===== src/rtl/fifo_umbrales.sv =====
// fifo_umbrales: ingress buffer in front of the arqui input port.
// A small circular FIFO that absorbs bursts from the stimulus source and
// exports occupancy, full/empty and programmable almost-full/almost-empty
// thresholds ("umbrales") for upstream backpressure. Overflow and underflow
// attempts are dropped and leave a sticky error flag behind. The read data
// path is registered, and every status output is decoded from registers only.

module fifo_umbrales #(
   parameter int DATA_SIZE = 6,
   parameter int ADDR_SIZE = 2
) (
   input  logic                 clk,
   input  logic                 reset,
   input  logic                 init,
   input  logic [ADDR_SIZE:0]   umbral_af_in,
   input  logic [ADDR_SIZE:0]   umbral_ae_in,
   input  logic                 push,
   input  logic [DATA_SIZE-1:0] data_in,
   input  logic                 pop,
   output logic [DATA_SIZE-1:0] data_out,
   output logic                 valid_out,
   output logic [ADDR_SIZE:0]   count,
   output logic                 full,
   output logic                 empty,
   output logic                 almost_full,
   output logic                 almost_empty,
   output logic                 error
);

   localparam int DEPTH = 1 << ADDR_SIZE;

   // Occupancy-width constants. count is one bit wider than the pointers so
   // that it can represent a completely full buffer.
   localparam logic [ADDR_SIZE:0]   DEPTH_C   = (ADDR_SIZE+1)'(DEPTH);
   localparam logic [ADDR_SIZE:0]   CNT_ONE   = (ADDR_SIZE+1)'(1);
   localparam logic [ADDR_SIZE:0]   AF_RESET  = (ADDR_SIZE+1)'(DEPTH - 1);
   localparam logic [ADDR_SIZE:0]   AE_RESET  = (ADDR_SIZE+1)'(1);
   localparam logic [ADDR_SIZE-1:0] PTR_ONE   = ADDR_SIZE'(1);

   logic [DATA_SIZE-1:0] mem [DEPTH];
   logic [ADDR_SIZE-1:0] wptr;
   logic [ADDR_SIZE-1:0] rptr;
   logic [ADDR_SIZE:0]   umbral_af;
   logic [ADDR_SIZE:0]   umbral_ae;
   logic [ADDR_SIZE:0]   af_load;
   logic [ADDR_SIZE:0]   ae_load;

   logic pop_acc;
   logic push_acc;
   logic push_rej;
   logic pop_rej;

   // Request acceptance. A pop never bypasses an empty buffer, even with a
   // push in the same cycle. A push into a full buffer only succeeds when a
   // pop frees a slot on the same edge.
   always_comb begin
      pop_acc  = pop && (count != '0);
      push_acc = push && ((count != DEPTH_C) || pop_acc);
      push_rej = push && !push_acc;
      pop_rej  = pop && !pop_acc;
   end

   // Threshold sanitising. An almost-full threshold of zero would keep the
   // flag permanently on, so zero and anything beyond the buffer size both
   // clamp to DEPTH; the almost-empty threshold only needs the upper clamp.
   always_comb begin
      af_load = umbral_af_in;
      ae_load = umbral_ae_in;
      if ((umbral_af_in == '0) || (umbral_af_in > DEPTH_C)) begin
         af_load = DEPTH_C;
      end
      if (umbral_ae_in > DEPTH_C) begin
         ae_load = DEPTH_C;
      end
   end

   // Storage array. Contents after reset are irrelevant because count and the
   // pointers define what is valid, so the array carries no reset.
   always_ff @(posedge clk) begin
      if (push_acc) begin
         mem[wptr] <= data_in;
      end
   end

   // Write pointer, wrapping naturally modulo DEPTH.
   always_ff @(posedge clk or posedge reset) begin
      if (reset) begin
         wptr <= '0;
      end else if (push_acc) begin
         wptr <= wptr + PTR_ONE;
      end
   end

   // Read pointer plus the registered read port. When full with a
   // simultaneous push and pop, the read sees the old word at rptr because
   // the write to that slot lands on the same edge.
   always_ff @(posedge clk or posedge reset) begin
      if (reset) begin
         rptr      <= '0;
         data_out  <= '0;
         valid_out <= 1'b0;
      end else begin
         valid_out <= pop_acc;
         if (pop_acc) begin
            data_out <= mem[rptr];
            rptr     <= rptr + PTR_ONE;
         end
      end
   end

   // Occupancy counter; a matched push and pop leaves it unchanged.
   always_ff @(posedge clk or posedge reset) begin
      if (reset) begin
         count <= '0;
      end else if (push_acc && !pop_acc) begin
         count <= count + CNT_ONE;
      end else if (pop_acc && !push_acc) begin
         count <= count - CNT_ONE;
      end
   end

   // Threshold registers reload every cycle init is held high.
   always_ff @(posedge clk or posedge reset) begin
      if (reset) begin
         umbral_af <= AF_RESET;
         umbral_ae <= AE_RESET;
      end else if (init) begin
         umbral_af <= af_load;
         umbral_ae <= ae_load;
      end
   end

   // Sticky error flag; init takes priority over a new error on the same edge.
   always_ff @(posedge clk or posedge reset) begin
      if (reset) begin
         error <= 1'b0;
      end else if (init) begin
         error <= 1'b0;
      end else if (push_rej || pop_rej) begin
         error <= 1'b1;
      end
   end

   // Status flags decoded purely from registered state, so push and pop have
   // no combinational path to any output.
   always_comb begin
      full         = (count == DEPTH_C);
      empty        = (count == '0);
      almost_full  = (count >= umbral_af);
      almost_empty = (count <= umbral_ae);
   end

endmodule


===== config.mk =====
export PLATFORM = sky130hd
export DESIGN_NAME = fifo_umbrales
export DESIGN_NICKNAME = d
export VERILOG_FILES = /design/src/rtl/fifo_umbrales.sv
export SDC_FILE = /design/constraint.sdc
export NUM_CORES = 1
export LEC_CHECK = 0
export CAP_MARGIN = 20
export CORE_MARGIN = 2
export CORE_UTILIZATION = 35
export CTS_BUF_LIST = sky130_fd_sc_hd__clkbuf_8 sky130_fd_sc_hd__clkbuf_16
export CTS_CLUSTER_DIAMETER = 40
export DETAILED_ROUTE_END_ITERATION = 8
export GPL_TIMING_DRIVEN = 0
export PLACE_DENSITY = 0.54
export SLEW_MARGIN = 20
export SYNTH_ARGS = -nofsm -noshare
export SYNTH_HDL_FRONTEND = slang
export SYNTH_SLANG_ARGS = --single-unit

===== constraint.sdc =====
create_clock -name clk -period 2.5 [get_ports clk]
set_input_delay 0.375 -clock clk [delete_from_list [all_inputs] [get_ports clk]]
set_output_delay 0.375 -clock clk [all_outputs]
set_load 0.05 [all_outputs]

==> Word level (Yosys, flattened, before mapping) <==
Memory sizes are Yosys's and may differ from the RTL's. A register that Yosys moved wholly into a read port is not among the register bits.
Cells that the tools add are included.
{ "classes": {"reduce_logical": 16, "add_sub_neg": 4, "multipliers": 0, "mux": 8, "magnitude_cmp": 4, "shifts": 0, "div": 0, "bitwise": 0, "eq_ne": 2} }
{ "op_table": {"columns": ["cell", "count"], "rows": [
  ["$mux W3", 4],
  ["$gt A3 B3 Y1 const B", 2],
  ["$logic_and A1 B1 Y1", 6],
  ["$logic_not A3 Y1", 2],
  ["$add A2 B1 Y2 const B", 2],
  ["$mux W1", 4],
  ["$reduce_bool A2 Y1", 2],
  ["$add A3 B1 Y3 const B", 1],
  ["$eq A3 B3 Y1 const B", 1],
  ["$ge A3 B3 Y1", 1],
  ["$le A3 B3 Y1", 1],
  ["$logic_or A1 B1 Y1", 3],
  ["$ne A3 B3 Y1 const B", 1],
  ["$reduce_bool A3 Y1", 1],
  ["$sub A3 B1 Y3 const B", 1],
  ["$logic_not A1 Y1", 2]
]} }
{ "totals": {"ramBits": 24, "reg_bits": 15, "output_inout_bits": 15, "memories": 1, "latchBits": 0, "wordCells": 42, "in_bits": 17, "mem_bits_ro": 0} }
{ "memory_table": {"columns": ["name", "words", "word_bits", "read_ports", "rd_clocked_by_memory_dff", "write_ports", "line_no", "source"], "rows": [
  ["mem", 4, 6, 1, 1, 1, "40", "logic [DATA_SIZE-1:0] mem [DEPTH];"]
]} }

==> Logic depth before layout (Yosys ltp) <==
Gate-level depths: netlist of the first run.
{ "depth": {"word_depth": 9, "depth_mapped": 8, "depth_no_buf": 8} }

==> Worst setup path before layout of the first run <==
OpenSTA, ideal clock, no wires.
{ "synth_timing": {"path_type": "register -> output", "from": "register count[1]", "to": "output almost_empty", "required_time_ns": 2.125, "n_path_buf": 0, "t_arrival_ns": 2.476, "path_slack_ns": -0.351, "stages_incl_launch_ff": 5, "cell_sequence": "dfrtp_1 ha_1 nor2b_1 o21a_1 o21ai_0"} }
{ "synth_via": {"elab_chain_len": 1} }
{ "synth_rtl": {"columns": ["element", "line_no", "source"], "rows": [
  ["start, declared", "22", "output logic [ADDR_SIZE:0] count,"],
  ["start signal, assigned", "116", "count <= count + CNT_ONE;"],
  ["start signal, assigned", "118", "count <= count - CNT_ONE;"],
  ["$le A3 B3 Y1", "150", "almost_empty = (count <= umbral_ae);"],
  ["end, declared", "26", "output logic almost_empty,"]
]} }
Every way passes these cells.

==> Worst setup path after layout of the first run <==
{ "layout_timing": {"from": "register count[0]", "to": "output almost_full"} }
{ "layout_via": {"elab_chain_len": 1} }
{ "layout_rtl": {"columns": ["element", "line_no", "source"], "rows": [
  ["$ge A3 B3 Y1", "149", "almost_full = (count >= umbral_af);"],
  ["end, declared", "25", "output logic almost_full,"]
]} }
Every way passes these cells.

==> results of run 1 <==
-- power by group --
part	leakage (nW)	switching [mW]	internal, mW
combinational	0.516	0.873	0.535
clock	0.0481	0.245	0.198
sequential	0.467	0.129	0.998
total	1.03	1.25	1.73
-- final timing paths --
kind	start	to	slack, ns	cells past startpoint
setup reg to reg	count[2]$_DFFE_PP0P_	count[2]$_DFFE_PP0P_	0.15	8
hold / removal	data_out[0]$_DFFE_PP0P_	data_out[0]$_DFFE_PP0P_	0.48	2
hold reg to reg	data_out[0]$_DFFE_PP0P_	data_out[0]$_DFFE_PP0P_	0.48	2
setup / recovery	count[0]$_DFFE_PP0P_	almost_full	0.08	6
max in group asynchronous	reset	count[0]$_DFFE_PP0P_	1.43	2
min in group asynchronous	reset	umbral_af[2]$_DFFE_PP0P_	0.52	2
-- area by class of cell --
class	instances	area, um^2
clock buffers	5	68.82
inverters	15	58.81
clock inverters	3	22.52
plain buffers	4	17.52
fillers	521	3042
well taps	72	90.09
repair buffers	31	306.5
multi-input cells	79	683.2
flip-flops and latches	45	1251
-- logic make-up (layout without fill, tap and decap cells) --
logic type,Yosys count,count (layout),synth area share
DFF,45,45,0.6220
and+or+nand+nor,38,38,0.09029
buffers and inverters,19,58,0.03798
adders and majority gates,13,13,0.08468
AOI/OAI and AO/OA,13,13,0.05541
muxes,9,9,0.08344
xor gates and xnor gates,6,6,0.02615
-- synthesized netlist by cell type --
| library cell | n |
|---|---|
| a21o_1 | 2 |
| a21oi_1 | 1 |
| a31o_2 | 1 |
| a31oi_4 | 1 |
| and2_1 | 5 |
| and3b_1 | 1 |
| buf_1 | 1 |
| buf_2 | 2 |
| clkbuf_1 | 1 |
| dfrtp_1 | 18 |
| dfstp_2 | 3 |
| edfxtp_1 | 24 |
| fa_1 | 1 |
| ha_1 | 12 |
| inv_1 | 14 |
| inv_4 | 1 |
| mux2_2 | 2 |
| mux2i_1 | 1 |
| mux4_2 | 6 |
| nand2_1 | 21 |
| nand2_2 | 1 |
| nand2b_1 | 1 |
| nand3_1 | 1 |
| nand3b_1 | 1 |
| nor2_1 | 2 |
| nor2b_1 | 3 |
| nor3_1 | 1 |
| o21a_1 | 1 |
| o21ai_0 | 4 |
| o22ai_1 | 2 |
| o31ai_4 | 1 |
| or2_2 | 1 |
| xnor2_1 | 4 |
| xor2_1 | 2 |
-- state kept, by name (all words and copies together), names as in the netlist --
| signal | count |
|---|---|
| data_out | 6 |
| mem | 24 |
| count | 3 |
| umbral_af | 3 |
| valid_out | 1 |
| umbral_ae | 3 |
| error | 1 |
| wptr | 2 |
| rptr | 2 |
-- critical path: stages (launching register included) --
cell and delay (ns):
dfrtp_2 0.48, inv_1 0.10, ha_1 0.29, nand2b_1 0.14, a21o_1 0.17, a21o_1 0.16, dlygate4sd2_1 0.41
-- routing by layer --
layer	vias up	part of all wire	track usage
met1	577	0.39	0.1383
met5	-	0	0
met4	0	0.011	0.04915
li1	565	-	-
met3	4	0.042	0.03507
met2	25	0.55	0.2361
-- timing repair --
action / CTS / global route
cloned: 0 / 0
resized for setup: 4 / 2
setup endpoints to repair: 2 / 2
==> reports/qor.txt, run 1 <==
CTS tree: done
Mapped Cells: 143
most frequent cells in the layout: clkdlybuf4s50_1, edfxtp_1, nand2_1
Longest Clk Path Bufs: 2
Tcrit/Tclk final: 0.9661
worst path arrival time: 2.04 ns
setup TNS: 0 ns
port buffer count: 31
I/O Pins: 32
initial antenna violation count: 0
MaxCap Viol Count: 0
ranking of synthesized cells by area: edfxtp_1, dfrtp_1, ha_1, mux4_2, dfstp_2
Detailed Place HPWL: 2728 um
Slew Limit Fails: 0
minimum hold slack: 0.4783 ns
Post-CTS Hold Fix Bufs: 0
Layout Area Growth over Synthesis: 24.35%
Final Setup Violations: 0
drt total wl: 3645 um
die area: 0.006363 mm^2
Num Clock Sinks: 45
Initial DRC Count: 27
Max rail drop VDD: 480.9 uV
DR pass1 iterations: 3
status: completed
RSZ-0062 raised after global routing: false
Required @ worst endpoint: 2.12 ns
Max FO, Critical Path: 7
post-synthesis cell area: 0.002009 mm^2
clock root buffer: clkbuf_8
Final min period: 2.415 ns
Initial Util: 0.3627
Yosys top cell area share: 0.3587
Final Hold Viols: 0
Yosys top cell by area: edfxtp_1
Clk pin slew, worst setup/hold paths: 0.08 ns
global-route wire length before repair: 6058 um
post-route ant nets: 0
total number of vias: 1171
slack of the critical path: 0.08487 ns
Yosys warnings: 0
Final Power: 2.978 mW
share of cells above drive strength 1: 0.1593
core area: 0.005540 mm^2
Synth cell types: 34
Worst-Margin Slew: 0.7726 ns
GRT Total Usage: 0.1279
GP Congestion: 0.6631
sequential-to-total area share from yosys stat: 0.6220
pwr/cell area: 1192 mW/mm^2
CTS H-tree lvls: 2
grt ovf: 0
maximum clock rate: 414.1 MHz
HP Class: reg2reg
Clock Latency Late Sink: 0.30 ns
DRC: 0
P_leak: 1.031 nW
DIE HEIGHT: 79.77 um
most common cell after layout, fill and taps aside: clkdlybuf4s50_1
final instance area: 0.002499 mm^2
Synth Register Bits: 45
clock skew: 0.009849 ns
placed cell area: 0.002410 mm^2
Syn Area/Cell: 14.05 um^2
syn nets: 173
pre-CTS WS: -0.02538 ns
Slew headroom: 0.4844
NumNets Final: 211
CP endpoint kind: output port
startpoint types: flop
diode count: 0
vias in the first global route: 1262
Placed Cells incl. Taps: 246
CTS Buf Count: 5
setup bufs post-CTS: 0
wire per inst: 14.35 um
CP Class: reg2out
# rows: 27
final cell count without fillers: 254
Via density: 4.610
final core occ: 0.4510
largest net degree at the start of global routing: 22
DIE WIDTH: 79.77 um
Note: power is estimated with default switching activity, not from simulation.
==> run 2: changes to the inputs <==
--- a/config.mk
+++ b/config.mk
@@ -5,6 +5,7 @@
 export SDC_FILE = /design/constraint.sdc
 export NUM_CORES = 1
 export LEC_CHECK = 0
+export ABC_AREA = 1
 export CAP_MARGIN = 20
 export CORE_MARGIN = 2
 export CORE_UTILIZATION = 35
==> run 2 against run 1 <==
Non-clock buffer count is 1 lower. Critical endpoint unchanged. First-iteration DRC count grew 100%. Via count up 26%. Highest routed layer unchanged. Fmax grew 2.9%. Worst setup slack improved by 0.069 ns. Clock skew decreased by 0.0046 ns. Synthesized cell count increased by 59%. Flip-flop and latch count stayed put. Sequential power about the same. Sequential share of layout area down 3.7 points.
==> reports/qor.txt, run 2 <==
Initial DRC Count: 55
die area: 0.006878 mm^2
cts repair resizes: 2
Num Clock Sinks: 45
Synth top cells by count: nand2_1, inv_1, edfxtp_1
Final Hold Viols: 0
minimum hold slack: 0.4780 ns
Synth cell types: 28
port buffer count: 31
largest net degree at the start of global routing: 22
CP endpoint kind: output port
slack of the critical path: 0.1534 ns
Detailed Place HPWL: 2817 um
Mapped Cells: 228
Initial Util: 0.3662
pre-CTS WS: 0.1194 ns
DRC: 0
pwr/cell area: 1205 mW/mm^2
worst path arrival time: 1.97 ns
CP Class: reg2out
global-route wire length before repair: 6575 um
Max rail drop VDD: 504.1 uV
CTS tree: done
GP Congestion: 0.7825
post-synthesis cell area: 0.002181 mm^2
ranking of synthesized cells by area: edfxtp_1, dfrtp_1, nand2_1, inv_1, ha_1
Slew Limit Fails: 0
Yosys top cell area share: 0.3305
fraction of registers with async set or reset after synthesis: 0.4667
number of flip-flops in the largest register: 24
Layout Area Growth over Synthesis: 23.69%
setup TNS: 0 ns
core area: 0.005956 mm^2
clock root buffer: clkbuf_8
diode count: 0
Longest Clk Path Bufs: 2
Filler Cell Count: 581
setup bufs post-CTS: 0
HP Class: reg2reg
wire per inst: 11.42 um
Clk pin slew, worst setup/hold paths: 0.08 ns
P_leak: 1.296 nW
clock skew: 0.005251 ns
Post-CTS Hold Fix Bufs: 0
CTS H-tree lvls: 2
DIE HEIGHT: 82.94 um
Final min period: 2.347 ns
Clock Latency Late Sink: 0.30 ns
share of cells above drive strength 1: 0.09363
Via density: 4.313
sequential-to-total area share from yosys stat: 0.5731
# rows: 28
Worst-Margin Slew: 0.8067 ns
DR pass1 iterations: 4
CTS Buf Count: 5
count leader, synth: nand2_1
number of flops mapped to enable cells by yosys: 24
Synth Register Bits: 45
MaxCap Viol Count: 0
Final Setup Violations: 0
final core occ: 0.4529
grt ovf: 0
status: completed
NumNets Final: 296
Required @ worst endpoint: 2.12 ns
GRT Total Usage: 0.1224
Syn Area/Cell: 9.565 um^2
RSZ-0062 raised after global routing: false
Top reg by flops: mem
startpoint types: flop
dominant synthesized flop cell: edfxtp_1
Register Area: 0.001250 mm^2
I/O Pins: 32
total number of vias: 1475
maximum clock rate: 426.1 MHz
Placed Cells incl. Taps: 334
Largest regs: mem x24, data_out x6
most common cell after layout, fill and taps aside: nand2_1
Max FO, Critical Path: 6
Yosys top cell by area: edfxtp_1
final cell count without fillers: 342
initial antenna violation count: 0
vias in the first global route: 1337
most frequent cells in the layout: nand2_1, inv_1, clkdlybuf4s50_1
multi-input logic area: 714.4 um^2
syn nets: 258
Tcrit/Tclk final: 0.9386
Slew headroom: 0.4616
drt total wl: 3905 um
DIE WIDTH: 82.94 um
Yosys warnings: 0
post-route ant nets: 0
[run 2: cell types whose count changed after synthesis, sizes merged, moves of 2 or more]
| cell | previous run | this run |
|---|---|---|
| a21o | 2 | 0 |
| a21oi | 1 | 3 |
| and2 | 5 | 0 |
| inv | 15 | 50 |
| mux2 | 2 | 0 |
| mux4 | 6 | 0 |
| nand2 | 22 | 73 |
| nand3 | 1 | 18 |
| nor2 | 2 | 12 |
| nor2b | 3 | 0 |
| xnor2 | 4 | 1 |
[run 2: worst max-delay path, stage by stage, from the launching register on]
cell           delay (ns)
dfrtp_1              0.53
inv_1                0.13
ha_1                 0.29
nand3_1              0.07
o211ai_1             0.10
dlygate4sd2_1        0.55
[run 2: stage by stage]
step | power (mW) | instance area (um^2)
final | 3.252 | 2698
after global routing | 3.494 | 2698
after CTS | 3.292 | 2698
after detailed placement | 2.753 | 2585
after global placement | 2.739 | 2585
after floorplan | 2.261 | 2181
[run 2: where the power goes]
part	total, mW	leakage (nW)	internal (mW)	switching, mW
logic	1.57	0.772	0.524	1.04
clock network	0.556	0.0543	0.299	0.257
registers	1.13	0.470	0.987	0.142
total	3.25	1.30	1.81	1.44
[run 2: cell families (layout without fill, tap and decap cells)]
group	count (synthesis)	count (layout)	synth area share
buffers and inverters	53	92	0.09926
xor gates and xnor gates	2	2	0.008034
and+or+nand+nor	105	105	0.2151
adders and majority gates	13	13	0.07802
AOI/OAI and AO/OA	10	10	0.02639
DFF	45	45	0.5732
[run 2: final timing paths]
kind	from	end	slack [ns]	cells past startpoint
min reg2reg	umbral_af[0]$_DFFE_PP1P_	umbral_af[0]$_DFFE_PP1P_	0.48	2
max reg2reg	count[1]$_DFFE_PP0P_	count[2]$_DFFE_PP0P_	0.56	9
max	count[0]$_DFFE_PP0P_	almost_full	0.15	5
min	umbral_af[0]$_DFFE_PP1P_	umbral_af[0]$_DFFE_PP1P_	0.48	2
min in group asynchronous	reset	rptr[0]$_DFFE_PP0P_	0.52	2
max in group asynchronous	reset	data_out[0]$_DFFE_PP0P_	1.48	2
[run 2: routing by layer]
layer	global-route usage	vias to the layer above	wire, um
met4	0.05365	0	79
met2	0.1811	23	1737
met5	0	-	0
li1	-	778	-
met3	0.03479	6	148
met1	0.1673	668	1939
[run 2: cell type report]
class | count | share of cell area
Buffer | 3 | 0.008813
Clock buffer | 5 | 0.02551
Clock inverter | 3 | 0.01716
Inverter | 50 | 0.07143
Multi-Input combinational cell | 130 | 0.2648
Sequential cell | 45 | 0.4634
Tap cell | 75 | 0.03479
Timing Repair Buffer | 31 | 0.1141
